--- config.mk ---
export PLATFORM = sky130hd
export DESIGN_NAME = md_io_regs
export DESIGN_NICKNAME = d
export VERILOG_FILES = /design/src/rtl/md_io_regs.sv
export SDC_FILE = /design/constraint.sdc
export NUM_CORES = 1
export LEC_CHECK = 0
export CELL_PAD_IN_SITES_DETAIL_PLACEMENT = 1
export CELL_PAD_IN_SITES_GLOBAL_PLACEMENT = 2
export CORE_MARGIN = 3
export CORE_UTILIZATION = 35
export CTS_BUF_LIST = sky130_fd_sc_hd__clkbuf_2 sky130_fd_sc_hd__clkbuf_4 sky130_fd_sc_hd__clkbuf_8
export CTS_CLUSTER_SIZE = 20
export DETAILED_ROUTE_END_ITERATION = 8
export MAX_ROUTING_LAYER = met4
export PLACE_DENSITY = 0.81
export SLEW_MARGIN = 0
export SYNTH_ARGS = -nofsm -noshare
export SYNTH_HDL_FRONTEND = slang
export SYNTH_SLANG_ARGS = --single-unit
export TNS_END_PERCENT = 30
--- constraint.sdc ---
create_clock -name clk -period 2.2 [get_ports clk]
set_clock_uncertainty 0.1 [all_clocks]
set_input_delay 0.33 -clock clk [delete_from_list [all_inputs] [get_ports clk]]
set_output_delay 0.33 -clock clk [all_outputs]
set_load 0.02 [all_outputs]
--- src/rtl/md_io_regs.sv ---
// 68000-side I/O controller register file for the three MegaDrive pad ports.
// Holds version/data/control/serial registers and raises the TH falling-edge interrupt.
module md_io_regs #(
    parameter logic [3:0] VERSION  = 4'h0,
    parameter logic [6:0] EXT_IDLE = 7'h7F
) (
    input  logic       clk,
    input  logic       reset,
    input  logic       EXPORT,
    input  logic       PAL,
    input  logic       NO_DISK,
    input  logic       sel,
    input  logic       we,
    input  logic [3:0] addr,
    input  logic [7:0] din,
    output logic [7:0] dout,
    input  logic [6:0] port1_out,
    input  logic [6:0] port2_out,
    output logic [6:0] port1_in,
    output logic [6:0] port1_dir,
    output logic [6:0] port2_in,
    output logic [6:0] port2_dir,
    output logic       th_irq
);

    logic [7:0] r_data  [0:2];
    logic [7:0] r_ctrl  [0:2];
    logic [7:0] r_tx    [0:2];
    logic [7:0] r_rx    [0:2];
    logic [7:0] r_sctrl [0:2];
    logic [2:0] r_th_prev;
    logic [7:0] r_dout;
    logic       r_th_irq;

    logic [6:0] w_pins [0:2];
    logic [7:0] w_version;
    logic [7:0] w_rdata;
    logic [2:0] w_th_edge;

    // Bits configured as outputs read back the latched data; inputs read the pin.
    function automatic logic [7:0] data_readback(input logic [7:0] data,
                                                 input logic [7:0] ctrl,
                                                 input logic [6:0] pins);
        data_readback = {data[7], (ctrl[6:0] & data[6:0]) | (~ctrl[6:0] & pins)};
    endfunction

    assign w_pins[0] = port1_out;
    assign w_pins[1] = port2_out;
    assign w_pins[2] = EXT_IDLE;
    assign w_version = {EXPORT, PAL, NO_DISK, 1'b0, VERSION};

    // Edge detect uses the CTRL value held before any same-cycle write.
    assign w_th_edge[0] = r_th_prev[0] & ~w_pins[0][6] & ~r_ctrl[0][6] & r_ctrl[0][7];
    assign w_th_edge[1] = r_th_prev[1] & ~w_pins[1][6] & ~r_ctrl[1][6] & r_ctrl[1][7];
    assign w_th_edge[2] = r_th_prev[2] & ~w_pins[2][6] & ~r_ctrl[2][6] & r_ctrl[2][7];

    // Read data multiplexer for the CPU register map.
    always_comb begin
        w_rdata = 8'h00;
        case (addr)
            4'h0:    w_rdata = w_version;
            4'h1:    w_rdata = data_readback(r_data[0], r_ctrl[0], w_pins[0]);
            4'h2:    w_rdata = data_readback(r_data[1], r_ctrl[1], w_pins[1]);
            4'h3:    w_rdata = data_readback(r_data[2], r_ctrl[2], w_pins[2]);
            4'h4:    w_rdata = r_ctrl[0];
            4'h5:    w_rdata = r_ctrl[1];
            4'h6:    w_rdata = r_ctrl[2];
            4'h7:    w_rdata = r_tx[0];
            4'h8:    w_rdata = r_rx[0];
            4'h9:    w_rdata = r_sctrl[0];
            4'hA:    w_rdata = r_tx[1];
            4'hB:    w_rdata = r_rx[1];
            4'hC:    w_rdata = r_sctrl[1];
            4'hD:    w_rdata = r_tx[2];
            4'hE:    w_rdata = r_rx[2];
            4'hF:    w_rdata = r_sctrl[2];
            default: w_rdata = 8'h00;
        endcase
    end

    // Register writes, registered read data, TH history and interrupt pulse.
    always_ff @(posedge clk) begin
        if (reset) begin
            for (int i = 0; i < 3; i++) begin
                r_data[i]  <= 8'h7F;
                r_ctrl[i]  <= 8'h00;
                r_tx[i]    <= 8'hFF;
                r_rx[i]    <= 8'h00;
                r_sctrl[i] <= 8'h00;
            end
            r_th_prev <= 3'b111;
            r_dout    <= 8'h00;
            r_th_irq  <= 1'b0;
        end else begin
            if (sel && we) begin
                case (addr)
                    4'h1:    r_data[0]  <= din;
                    4'h2:    r_data[1]  <= din;
                    4'h3:    r_data[2]  <= din;
                    4'h4:    r_ctrl[0]  <= din;
                    4'h5:    r_ctrl[1]  <= din;
                    4'h6:    r_ctrl[2]  <= din;
                    4'h7:    r_tx[0]    <= din;
                    4'h9:    r_sctrl[0] <= din;
                    4'hA:    r_tx[1]    <= din;
                    4'hC:    r_sctrl[1] <= din;
                    4'hD:    r_tx[2]    <= din;
                    4'hF:    r_sctrl[2] <= din;
                    default: ;
                endcase
            end
            if (sel && !we) begin
                r_dout <= w_rdata;
            end else begin
                r_dout <= r_dout;
            end
            r_th_prev <= {w_pins[2][6], w_pins[1][6], w_pins[0][6]};
            r_th_irq  <= |w_th_edge;
        end
    end

    assign dout      = r_dout;
    assign th_irq    = r_th_irq;
    assign port1_in  = r_data[0][6:0];
    assign port1_dir = r_ctrl[0][6:0];
    assign port2_in  = r_data[1][6:0];
    assign port2_dir = r_ctrl[1][6:0];

endmodule

==> results.py, run 1 <==
metrics = {
    "finish": {
        "insertedDiodeCount": 0,
        "finalNetCount": 549,
        "final_cell_mix": "96 x edfxtp_1, 77 x buf_4, 68 x clkdlybuf4s50_1, 21 x nand2b_1, 19 x nand2_1",
        "layout-drive-gt1-share_pct": 24.0,
        "finalInstanceArea_um2": 6670,
        "areaGrowthSynthToFinish_pct": 28.5,
        "utilization_pct": 46.9,
        "layout_commonest_cell": "edfxtp_1",
        "nFillCells": 1527,
    },
    "detailed_routing": {
        "antenna_left": 0,
        "num_vias": 3927,
        "dr.pass1.iters": 5,
        "dr.first_iter.drc_count": 333,
        "routed_wl_um": 17500,
        "vias_per_cell": 5.60,
        "wl_per_cell_um": 25.0,
        "drc": 0,
    },
    "timing": {
        "finalSetupViolCount": 1,
        "worst_pin_slew_ns": 0.674,
        "finalCritPeriodShare_pct": 101,
        "fmax_mhz": 451,
        "final-hold-violation-count": 0,
        "fin_ws_ns": -0.0174,
        "fin_setup_tns_ns": -0.0174,
        "slew_viol_final": 0,
        "rsz0062_at_grt": "yes",
        "layout_min_cycle_time_ns": 2.22,
        "slew_headroom_pct": 54.7,
    },
    "worst_setup_path": {
        "end_kind": "flip-flop",
        "cp_max_fo": 6,
        "start_kind": "input pin",
        "crit_type": "input pin to flip-flop",
        "cp_data_arrival_time_ns": 2.40,
        "ff2ff_path_depth": 4,
        "required_ns": 2.38,
    },
    "logic_synthesis": {
        "synth_top_area_share_pct": 55.6,
        "ys_ff_latch": 107,
        "synthTopCellsByArea": "edfxtp_1 56%, buf_4 4.5%, dfxtp_1 4.2%",
        "synth_cells": 407,
        "synth_area_um2": 5190,
        "synth-main-ff-cell": "edfxtp_1",
        "syn-num-nets": 440,
        "synth_top_cell_by_area": "edfxtp_1",
        "synthDistinctLibCells": 65,
        "syn_avg_cell_area_um2": 12.7,
        "ys_seq_area_share_pct": 59.8,
        "synthArstFlopShare_pct": 0,
        "synth_edf_count": 96,
        "yosys_warnings": 0,
    },
    "clocking": {
        "htreeDepth": 3,
        "root_buffer": "clkbuf_8",
        "clk_pin_slew_worst_paths_ns": 0.10,
        "insertion_delay_ns": 0.40,
        "cts_num_sinks": 107,
        "numCtsBuffers": 9,
        "cts_tree": "built",
        "ctsLongestPathBuffers": 2,
    },
    "hold_path": {
        "hold_class": "flip-flop to flip-flop",
        "hold_depth": 2,
    },
    "floorplan": {
        "rows": 43,
        "die_area_um2": 16300,
        "die_y_um": 128,
        "core_area_um2": 14200,
        "initial_core_util_pct": 36.5,
        "io_pins": 70,
        "dieWidth_um": 128,
    },
    "placement": {
        "portBuffers": 69,
        "hpwl_um": 13400,
        "dp_slack_ns": -0.785,
        "placed_cell_area_um2": 6390,
        "finalWeightedCongestion": 0.968,
    },
    "run": {
        "cap_violations": 0,
    },
    "global_routing": {
        "grt_max_degree": 24,
        "grt_pass1_wl_um": 26100,
        "grt_usage_pct": 22.6,
        "grt_pass1_vias": 4162,
        "antenna_found_initial": 0,
        "grt-ovfl-total": 0,
    },
    "power": {
        "cellLeakagePower_uw": 0.00241,
        "power_uw": 4500,
        "sw_frac_of_total_pct": 26.4,
        "p_comb_share_pct": 15.5,
        "ir_drop_uv": 388,
        "power_density_nw_per_um2": 675,
        "p_seq_share_pct": 53.2,
        "p_int_uw": 3310,
        "switchingPower_uw": 1190,
        "clockPowerShare_pct": 31.4,
    },
    "outcome": {
        "outcome": "finished, violations left",
        "violations": "setup timing",
    },
}
## per-layer routing
layer  share of wire (%)  wire length, um  up-vias  track usage (%)
met2                  50             8800      168             37.2
met1                  40             7050     1980             28.0
met4                 3.5              609        0             8.18
met3                 6.1             1060       40             4.00
met5                   0                0        -                -
li1                    -                -     1739                -
## power groups by stage
| stage | Clock [uW] | Combinational [uW] | Sequential, uW |
|---|---|---|---|
| finish | 1410 | 696 | 2390 |
| global route | 1510 | 733 | 2400 |
| CTS | 1430 | 688 | 2390 |
| detailed placement | 0 | 682 | 2440 |
| global placement | 0 | 672 | 2430 |
| floorplan | 0 | 347 | 2420 |
## Yosys cell counts (3+ instances only)
library cell	instances
edfxtp_1	96
buf_4	31
nand2b_1	21
nand2_1	19
and2_1	18
mux2i_1	17
buf_2	13
nand3_1	12
dfxtp_1	11
o21ai_0	11
nor2b_1	10
o21bai_1	10
a22oi_1	9
nor3_1	9
mux2_2	8
nor2_1	8
a21oi_1	7
o22ai_1	7
a31oi_1	6
inv_1	6
a32oi_1	4
and3_1	4
clkbuf_1	4
nand4_1	4
a22o_1	3
a41o_1	3
o21ai_1	3
or2_2	3
## logic make-up after synthesis
| group | count (synthesis) | synth area share (%) |
|---|---|---|
| XOR/XNOR | 1 | 0.169 |
| buffers and inverters | 58 | 7.06 |
| AND/OR/NAND/NOR | 130 | 15.7 |
| AO/OA/AOI/OAI | 86 | 12.2 |
| multiplexers | 25 | 5.02 |
| flip-flops | 107 | 59.8 |
## final cells by class
cell class	instances	area, um2	share of cell area [%]
Multi-Input combinational cell	242	1750	26.3
Sequential cell	107	3100	46.5
Clock inverter	7	111	1.67
Timing Repair Buffer	149	1320	19.8
Inverter	7	26.3	0.394
Clock buffer	9	124	1.86
Tap cell	180	225	3.38
## per-stage QoR
stage          instances  hold slack (ns)
2_1_floorplan        407            0.337
3_3_place_gp         685            0.344
3_5_place_dp         685            0.349
4_1_cts              701            0.372
5_1_grt              701            0.391
6_report             701            0.365
## registers in the layout, indices dropped and copies added (netlist names)
signal     count
r_th_prev      2
r_tx          24
r_sctrl       24
dout           8
th_irq         1
r_ctrl        24
r_data        24
## critical path, cell delays in order
cell	delay (ns)
clkdlybuf4s50_1	0.49
buf_4	0.21
buf_4	0.17
and2b_1	0.19
a2bb2oi_1	0.17
o22ai_1	0.12
a2111oi_2	0.61
o21ai_1	0.10
## timing repair
item                                    in CTS  in global routing
endpoints found under the setup margin       1                101
pin swaps                                    0                  1
resized for setup                            2                  8
setup buffers                                0                  0
gates cloned                                 0                  0
hold buffers                                 0                  0
## final timing paths
path	start	endpoint	slack, ns
max reg2reg	r_ctrl[0][10]	dout[2]	0.48
min	dout[2]	dout[2]	0.36
min reg2reg	dout[2]	dout[2]	0.36
max	addr[3]	dout[2]	-0.02
(Power assumes the default switching activity.)
==> run 2: changes to the inputs <==
Settings changed: DONT_BUFFER_PORTS from default to 1, GPL_ROUTABILITY_DRIVEN from default to 0, PLACE_DENSITY 0.81 to 0.72.
==> run 2 against run 1 <==
Net effect: critical path type is now flip-flop to flip-flop; sequential power up 3%; largest power group unchanged; routed wire length down 1.6%; critical endpoint is now dout[1]; clock power down 18%; the run now ends clean; maximum frequency up 23%; die area unchanged.
==> results.py, run 2 (synthesis gave the netlist of run 1 again) <==
metrics = {
    "hold_path": {
        "hold_start": "port1_out[6]",
        "hold_depth": 2,
        "hold-path-endpoint": "th_irq",
        "hold_class": "input pin to flip-flop",
    },
    "timing": {
        "slew_viol_final": 0,
        "layout_min_cycle_time_ns": 1.81,
        "fin_hold_ws_ns": 0.0239,
        "slew_headroom_pct": 59.8,
        "rsz0062_at_grt": "no",
        "fin_setup_tns_ns": 0,
        "final-hold-violation-count": 0,
        "finalCritPeriodShare_pct": 82.2,
        "finalSetupViolCount": 0,
        "fin_ws_ns": 0.392,
        "fmax_mhz": 553,
        "worst_pin_slew_ns": 0.601,
    },
    "finish": {
        "multiInputGateArea_um2": 1720,
        "layout_commonest_cell": "edfxtp_1",
        "finalInstanceArea_um2": 5580,
        "register_area_um2": 3100,
        "areaGrowthSynthToFinish_pct": 7.57,
        "finalNetCount": 443,
        "final_cell_mix": "96 x edfxtp_1, 39 x buf_4, 21 x nand2b_1, 19 x nand2_1, 18 x and2_1",
        "nFillCells": 1516,
        "layout-drive-gt1-share_pct": 18.6,
        "insertedDiodeCount": 0,
    },
    "placement": {
        "placed_cell_area_um2": 5370,
        "hpwl_um": 12600,
        "dp_slack_ns": 0.128,
        "portBuffers": 0,
    },
    "clocking": {
        "ctsLongestPathBuffers": 2,
        "cts_num_sinks": 107,
        "numCtsBuffers": 9,
        "post-cts-setup-buffers": 0,
        "ctsHoldBuffers": 4,
        "clk_pin_slew_worst_paths_ns": 0.10,
        "cts_resized": 0,
        "insertion_delay_ns": 0.39,
        "cts_tree": "built",
        "root_buffer": "clkbuf_8",
        "htreeDepth": 3,
    },
    "worst_setup_path": {
        "cp_slowest_stage_delay_ns": 0.54,
        "required_ns": 2.38,
        "cp_num_buf_inv": 0,
        "r2r_end": "dout[1]",
        "critical_path.slowest_cell": "edfxtp_1",
        "crit_family": "compound AO/OA/AOI/OAI gates",
        "cp_max_fo": 3,
        "end_kind": "flip-flop",
        "reg2reg_slack_ns": 0.39,
        "path_cells": "mux2_2 -> a32o_1 -> a22oi_1 -> o21ai_0 -> o21bai_1",
        "crit_type": "flip-flop to flip-flop",
        "cp_data_arrival_time_ns": 1.99,
        "timing.rr.start": "r_ctrl[0][1]",
        "start_kind": "flip-flop",
        "ff2ff_path_depth": 5,
    },
    "floorplan": {
        "rows": 43,
        "io_pins": 70,
        "core_area_um2": 14200,
        "die_area_um2": 16300,
        "initial_core_util_pct": 36.5,
        "dieWidth_um": 128,
        "die_y_um": 128,
    },
    "power": {
        "p_int_uw": 2930,
        "power_uw": 4000,
        "switchingPower_uw": 1070,
        "ir_drop_uv": 363,
        "clockPowerShare_pct": 29.0,
        "p_seq_share_pct": 61.3,
        "cellLeakagePower_uw": 0.00192,
        "power_density_nw_per_um2": 716,
        "sw_frac_of_total_pct": 26.7,
        "p_comb_share_pct": 9.6,
    },
    "outcome": {
        "outcome": "finished, final reports clean",
    },
    "global_routing": {
        "grt_usage_pct": 22.2,
        "grt_pass1_wl_um": 25000,
        "antenna_found_initial": 0,
        "grt_max_degree": 44,
        "grt_pass1_vias": 3717,
        "grt-ovfl-total": 0,
    },
    "run": {
        "cap_violations": 0,
    },
    "detailed_routing": {
        "antenna_left": 0,
        "routed_wl_um": 17200,
        "wl_per_cell_um": 29.0,
        "vias_per_cell": 5.85,
        "dr.first_iter.drc_count": 296,
        "drc": 0,
        "num_vias": 3479,
        "dr.pass1.iters": 5,
    },
}
## run 2: final cells by class
type | instances | share of cell area, %
Timing Repair Buffer | 43 | 5.96
Tap cell | 180 | 4.03
Inverter | 7 | 0.471
Clock buffer | 10 | 2.35
Multi-Input combinational cell | 242 | 30.8
Clock inverter | 6 | 0.785
Sequential cell | 107 | 55.6
## run 2: worst register-to-register path, stage by stage, from the launching register on
cell      delay (ns)
edfxtp_1        0.54
mux2_2          0.33
a32o_1          0.26
a22oi_1         0.19
o21ai_0         0.12
o21bai_1        0.16
## run 2: metrics by stage
| stage | instances | util, % |
|---|---|---|
| floorplan | 407 | - |
| global placement | 575 | 37.8 |
| detailed placement | 575 | 37.8 |
| CTS | 595 | 39.3 |
| global route | 595 | 39.3 |
| finish | 595 | 39.3 |
## run 2: how the worst max path moves through the flow
stage / start / endpoint / slack (ns) / cells after the start
global route: r_ctrl[0][1] / dout[1] / 0.31 / 5
CTS: r_ctrl[0][2] / dout[2] / 0.40 / 6
floorplan: addr[1] / r_ctrl[0][0] / 0.13 / 5
global placement: addr[2] / r_tx[0][7] / 0.20 / 4
finish: r_ctrl[0][1] / dout[1] / 0.39 / 5
detailed placement: addr[2] / r_tx[0][21] / 0.13 / 4
## run 2: power groups by stage
stage | sequential (uW) | clock, uW | combinational, uW
5_1_grt | 2470 | 1260 | 410
3_5_place_dp | 2500 | 0 | 373
6_report | 2450 | 1160 | 385
4_1_cts | 2450 | 1180 | 384
3_3_place_gp | 2500 | 0 | 372
2_1_floorplan | 2420 | 0 | 347
## run 2: layer usage
metal / GRT usage, % / wire (um)
met1: 27.8 / 7170
met2: 34.9 / 8300
met3: 6.50 / 1330
met4: 6.74 / 440
met5: - / 0
